[config.mk]
export PLATFORM = sky130hd
export DESIGN_NAME = ecdsa_share_combiner
export DESIGN_NICKNAME = d
export VERILOG_FILES = /design/src/rtl/ecdsa_share_combiner.sv
export SDC_FILE = /design/constraint.sdc
export NUM_CORES = 2
export LEC_CHECK = 0
export BUFFER_PORTS_ARGS = -buffer_cell sky130_fd_sc_hd__buf_2
export CORE_MARGIN = 3
export CORE_UTILIZATION = 45
export DETAILED_ROUTE_END_ITERATION = 12
export PLACE_DENSITY = 0.65
export SYNTH_ARGS = -nofsm -noshare
export SYNTH_HDL_FRONTEND = slang
export SYNTH_SLANG_ARGS = --single-unit
[constraint.sdc]
create_clock -name clk -period 7 [get_ports clk]
set_input_delay 1.05 -clock clk [delete_from_list [all_inputs] [get_ports clk]]
set_output_delay 1.05 -clock clk [all_outputs]
set_load 0.02 [all_outputs]
[src/rtl/ecdsa_share_combiner.sv]
// Threshold ECDSA share combiner: gathers distinct partial signatures,
// checks r/hash consistency and sums the s_i modulo the curve order.
module ecdsa_share_combiner #(
    parameter int unsigned  THRESHOLD = 3,
    parameter logic [127:0] ORDER_N   = 128'hFFFFFFFF_FFFFFFFE_BAAEDCE6_AF48A03B
) (
    input  logic         clk,
    input  logic         reset_n,
    input  logic         abort,
    input  logic         share_valid,
    output logic         share_ready,
    input  logic [255:0] share_sig,
    input  logic [127:0] share_hash,
    input  logic [3:0]   share_id,
    output logic         sig_valid,
    input  logic         sig_ready,
    output logic [255:0] sig_out,
    output logic [4:0]   share_count,
    output logic         dup_reject,
    output logic         error,
    output logic [1:0]   err_code
);

    typedef enum logic [2:0] {
        S_IDLE,
        S_COLLECT,
        S_ADD,
        S_DONE,
        S_ERROR
    } state_t;

    localparam logic [4:0] THR = 5'(THRESHOLD);

    state_t       state_q;
    logic         ready_q;
    logic [127:0] r_q;
    logic [127:0] hash_q;
    logic [127:0] acc_q;
    logic [127:0] si_q;
    logic [15:0]  seen_q;
    logic [4:0]   count_q;
    logic         sig_valid_q;
    logic [255:0] sig_out_q;
    logic         dup_q;
    logic         err_q;
    logic [1:0]   code_q;

    logic         accept;
    logic [127:0] r_in;
    logic [127:0] s_in;
    logic [15:0]  id_bit;
    logic         s_ge_n;
    logic [128:0] sum;
    logic [127:0] acc_d;
    logic [4:0]   count_d;

    assign accept  = share_valid && ready_q;
    assign r_in    = share_sig[255:128];
    assign s_in    = share_sig[127:0];
    assign id_bit  = 16'd1 << share_id;
    assign s_ge_n  = s_in >= ORDER_N;
    assign count_d = count_q + 5'd1;

    // Both operands are already reduced, so one conditional subtract suffices.
    always_comb begin
        sum   = {1'b0, acc_q} + {1'b0, si_q};
        acc_d = sum[127:0];
        if (sum >= {1'b0, ORDER_N}) begin
            acc_d = 128'(sum - {1'b0, ORDER_N});
        end
    end

    always_ff @(posedge clk or negedge reset_n) begin
        if (!reset_n) begin
            state_q     <= S_IDLE;
            ready_q     <= 1'b0;
            r_q         <= '0;
            hash_q      <= '0;
            acc_q       <= '0;
            si_q        <= '0;
            seen_q      <= '0;
            count_q     <= '0;
            sig_valid_q <= 1'b0;
            sig_out_q   <= '0;
            dup_q       <= 1'b0;
            err_q       <= 1'b0;
            code_q      <= 2'b00;
        end else begin
            dup_q <= 1'b0;
            if (abort) begin
                state_q     <= S_IDLE;
                ready_q     <= 1'b1;
                r_q         <= '0;
                hash_q      <= '0;
                acc_q       <= '0;
                si_q        <= '0;
                seen_q      <= '0;
                count_q     <= '0;
                sig_valid_q <= 1'b0;
                sig_out_q   <= '0;
                err_q       <= 1'b0;
                code_q      <= 2'b00;
            end else begin
                unique case (state_q)
                    S_IDLE: begin
                        ready_q <= 1'b1;
                        if (accept) begin
                            if (s_ge_n) begin
                                state_q <= S_ERROR;
                                ready_q <= 1'b0;
                                err_q   <= 1'b1;
                                code_q  <= 2'b11;
                            end else begin
                                r_q     <= r_in;
                                hash_q  <= share_hash;
                                acc_q   <= s_in;
                                seen_q  <= id_bit;
                                count_q <= 5'd1;
                                state_q <= S_COLLECT;
                            end
                        end
                    end
                    S_COLLECT: begin
                        ready_q <= 1'b1;
                        if (accept) begin
                            if ((seen_q & id_bit) != '0) begin
                                dup_q <= 1'b1;
                            end else if (r_in != r_q) begin
                                state_q <= S_ERROR;
                                ready_q <= 1'b0;
                                err_q   <= 1'b1;
                                code_q  <= 2'b01;
                            end else if (share_hash != hash_q) begin
                                state_q <= S_ERROR;
                                ready_q <= 1'b0;
                                err_q   <= 1'b1;
                                code_q  <= 2'b10;
                            end else if (s_ge_n) begin
                                state_q <= S_ERROR;
                                ready_q <= 1'b0;
                                err_q   <= 1'b1;
                                code_q  <= 2'b11;
                            end else begin
                                si_q    <= s_in;
                                seen_q  <= seen_q | id_bit;
                                state_q <= S_ADD;
                                ready_q <= 1'b0;
                            end
                        end
                    end
                    S_ADD: begin
                        acc_q   <= acc_d;
                        count_q <= count_d;
                        if (count_d == THR) begin
                            state_q <= S_DONE;
                            ready_q <= 1'b0;
                        end else begin
                            state_q <= S_COLLECT;
                            ready_q <= 1'b1;
                        end
                    end
                    S_DONE: begin
                        ready_q <= 1'b0;
                        if (!sig_valid_q) begin
                            sig_valid_q <= 1'b1;
                            sig_out_q   <= {r_q, acc_q};
                        end else if (sig_ready) begin
                            state_q     <= S_IDLE;
                            ready_q     <= 1'b1;
                            r_q         <= '0;
                            hash_q      <= '0;
                            acc_q       <= '0;
                            si_q        <= '0;
                            seen_q      <= '0;
                            count_q     <= '0;
                            sig_valid_q <= 1'b0;
                            sig_out_q   <= '0;
                        end
                    end
                    S_ERROR: begin
                        ready_q <= 1'b0;
                    end
                    default: begin
                        state_q <= S_IDLE;
                        ready_q <= 1'b0;
                    end
                endcase
            end
        end
    end

    assign share_ready = ready_q;
    assign sig_valid   = sig_valid_q;
    assign sig_out     = sig_out_q;
    assign share_count = count_q;
    assign dup_reject  = dup_q;
    assign error       = err_q;
    assign err_code    = code_q;

endmodule
==> reports/metrics.csv <==
metric,value,unit
synth-edff-count,0,
grt_pass1_wl,331000,µm
tns,0,ns
startpoint_type,register,
cap_violations,0,
root_buffer,clkbuf_16,
ant_nets,0,
final_common_cell,nand2_1,
fin_area,60500,µm²
p_per_area,267,nW/µm²
ys_seq_area_frac,0.396,
crit_slowest_cell,or4_1,
ff2ff_setup_slack,0.21,ns
synthArstFlopShare,1.00,
setup_viol,0,
status,"complete, no violations",
rows,122,
area_growth,19.8,%
drt_iter0_drc,5760,
cp-end-kind,register,
hold_path_class,input port to async pin,
fillCellCount,10602,
cts_made_buffers,90,
numPortBuffers,659,
r2r_start,acc_q[52],
ir_worst_vdd,197,µV
core,111000,µm²
rsz0062_at_grt,yes,
cp-startpoint,acc_q[52],
hpwl,180000,µm
relSlewSlack,0.117,
worst_slew_pin_slew,1.32,ns
vias_per_cell,6.07,
multi_input_area,28500,µm²
h-tree-depth,3,
worstPathRequired,7.52,ns
grt_max_degree,167,
syn_area,50500,µm²
grt_pass1_vias,48458,
critPathMostFrequentCell,buf_4,
mappedNetlistNets,6752,
post-route-drc-count,0,
path_cells,"ha_1, a21oi_1, o21ai_0, a21o_1, a221o_1, a21o_1, a21oi_1, nand4_1, nor4bb_1, nand4_1, or4_1, o31ai_1, nand3_1, buf_4, buf_4, nor3_1, buf_4, nand3_1, xnor2_1, o21ai_0",
synthDistinctLibCells,97,
drive_above_1_share,0.175,
p_leak,28.4,nW
syn_area_per_cell,8.10,µm²
cp_max_fo,9,
slew_viol_final,0,
drtPass1Iterations,6,
grt_overflow,0,
fin_skew,0.0509,ns
drt_wl_total,227000,µm
detail_route.wl_per_cell,26.6,µm
crit_type,register to register,
min_period_over_period,0.970,
max_stage_delay,0.64,ns
ctsHoldBuffers,0,
gr-usage-all-layers,0.378,
clk_latency,0.72,ns
vias,51848,
worst_hold_slack,0.408,ns
place_area,57100,µm²
hold_viol,0,
gp_congestion,1.06,
die_w,341,µm
final_cell_mix,"nand2_1 (1480), dfrtp_1 (798), buf_2 (658), o21ai_0 (531), nand3_1 (343)",
dominantRegCellSynth,dfrtp_1,
clk_path_buf_depth,3,
final_nets,7474,
design.portCount,660,
synth-seq-cells,798,
utilization,0.545,
synth_warnings,0,
syn_inst,6227,
power,16.1,mW
finalCriticalPeriod,6.79,ns
clock-sinks,798,
die_area,116000,µm²
clock.fmax,147,MHz
crit_arrival,7.31,ns
regArea,20000,µm²
clk_pin_slew,0.06,ns
cts_tree,done,
start_util,0.455,
antenna_found_initial,34,
die_h,341,µm
==> final cells by class <==
cell class / instances / area share
inverter: 187 / 0.0116
multi-input combinational: 4882 / 0.472
tap: 1488 / 0.0308
antenna: 34 / 0.00141
timing repair buffer: 990 / 0.101
clock inverter: 32 / 0.00865
sequential: 798 / 0.330
clock buffer: 133 / 0.0439
==> logic make-up (layout without fill, tap and decap cells) <==
kind of cell / Yosys count / in the layout / synth area share
buf+inv: 547 / 1342 / 0.0420
simple gates: 2735 / 2735 / 0.247
xor+xnor: 449 / 449 / 0.0779
fa+ha+maj: 132 / 132 / 0.0329
compound gates: 1421 / 1421 / 0.176
other cells: 0 / 34 / 0
mux: 145 / 145 / 0.0289
flops: 798 / 798 / 0.396
==> worst paths after layout <==
kind | end | cells after the start
worst max-delay path | acc_q[89] | 20
worst min-delay path | sig_out[231] | 1
worst max register to register | acc_q[89] | 20
worst min register to register | sig_out[44] | 2
max in group asynchronous | hash_q[15] | 2
min in group clk | sig_out[44] | 2
==> worst max-delay path: cells and delay by family, from the launching register on <==
kind | cells | cell delay [ns]
compound gates | 8 | 2.64
simple gates | 7 | 2.13
xor+xnor | 1 | 0.38
fa+ha+maj | 1 | 0.46
flops | 1 | 0.40
buf+inv | 3 | 0.55
==> through the flow <==
stage / cells / worst slack, ns
after floorplan: 6227 / 1.50
after CTS: 8506 / 0.0637
after detailed placement: 8341 / -0.592
after global placement: 8341 / -0.675
after global routing: 8532 / -0.00267
final: 8544 / 0.208
==> state kept, by name (all words and copies together), names as in the netlist <==
signal	cells
sig_out	256
acc_q	128
hash_q	128
r_q	128
si_q	128
seen_q	16
share_count	5
state_q	3
err_code	2
dup_reject	1
error	1
share_ready	1
sig_valid	1
==> per-layer routing <==
| metal | routed length, µm | track usage | up-vias |
|---|---|---|---|
| met1 | 98600 | 0.546 | 25286 |
| met5 | 41 | 0 | - |
| met3 | 22000 | 0.0754 | 394 |
| li1 | - | - | 23369 |
| met2 | 96800 | 0.555 | 2793 |
| met4 | 10000 | 0.148 | 6 |
==> Yosys cell counts (10+ instances only) <==
master | instances | area share
a2111oi_0 | 12 | 0.0021
a211o_1 | 12 | 0.0021
a211oi_1 | 36 | 0.0054
a21boi_0 | 15 | 0.0022
a21o_1 | 64 | 0.0095
a21oi_1 | 291 | 0.029
a221o_1 | 14 | 0.0028
a221oi_1 | 13 | 0.0023
a22o_1 | 18 | 0.0031
a22oi_1 | 108 | 0.016
a311oi_1 | 14 | 0.0024
a31o_2 | 10 | 0.0017
a31oi_1 | 25 | 0.0031
and2_1 | 36 | 0.0045
and3_1 | 26 | 0.0032
and4_1 | 23 | 0.0040
buf_1 | 33 | 0.0025
buf_2 | 36 | 0.0036
clkbuf_1 | 287 | 0.021
dfrtp_1 | 798 | 0.40
ha_1 | 131 | 0.032
inv_1 | 187 | 0.014
mux2i_1 | 140 | 0.028
nand2_1 | 1481 | 0.11
nand2b_1 | 20 | 0.0025
nand3_1 | 343 | 0.034
nand3b_1 | 13 | 0.0019
nand4_1 | 154 | 0.019
nor2_1 | 283 | 0.021
nor2b_1 | 23 | 0.0029
nor3_1 | 103 | 0.010
nor4_1 | 105 | 0.013
nor4b_1 | 10 | 0.0017
o211ai_1 | 48 | 0.0071
o21a_1 | 32 | 0.0048
o21ai_0 | 532 | 0.053
o21ai_1 | 26 | 0.0026
o21bai_1 | 21 | 0.0031
o22ai_1 | 13 | 0.0016
o31ai_1 | 25 | 0.0037
or2_2 | 15 | 0.0019
or3_1 | 33 | 0.0041
or4_1 | 18 | 0.0027
xnor2_1 | 172 | 0.030
xor2_1 | 277 | 0.048
==> where the power goes <==
group	internal [mW]	switching (mW)	total, mW
clock network	2.95	2.15	5.10
logic	1.78	3.57	5.36
registers	5.20	0.489	5.68
==> repair_timing <==
item,CTS,global route
setup endpoints to repair,128,121
gates resized for setup,2,9
buffers inserted,0,4
pin swaps,1,2
gates cloned,0,0
Power figures use the tool's default switching activity.
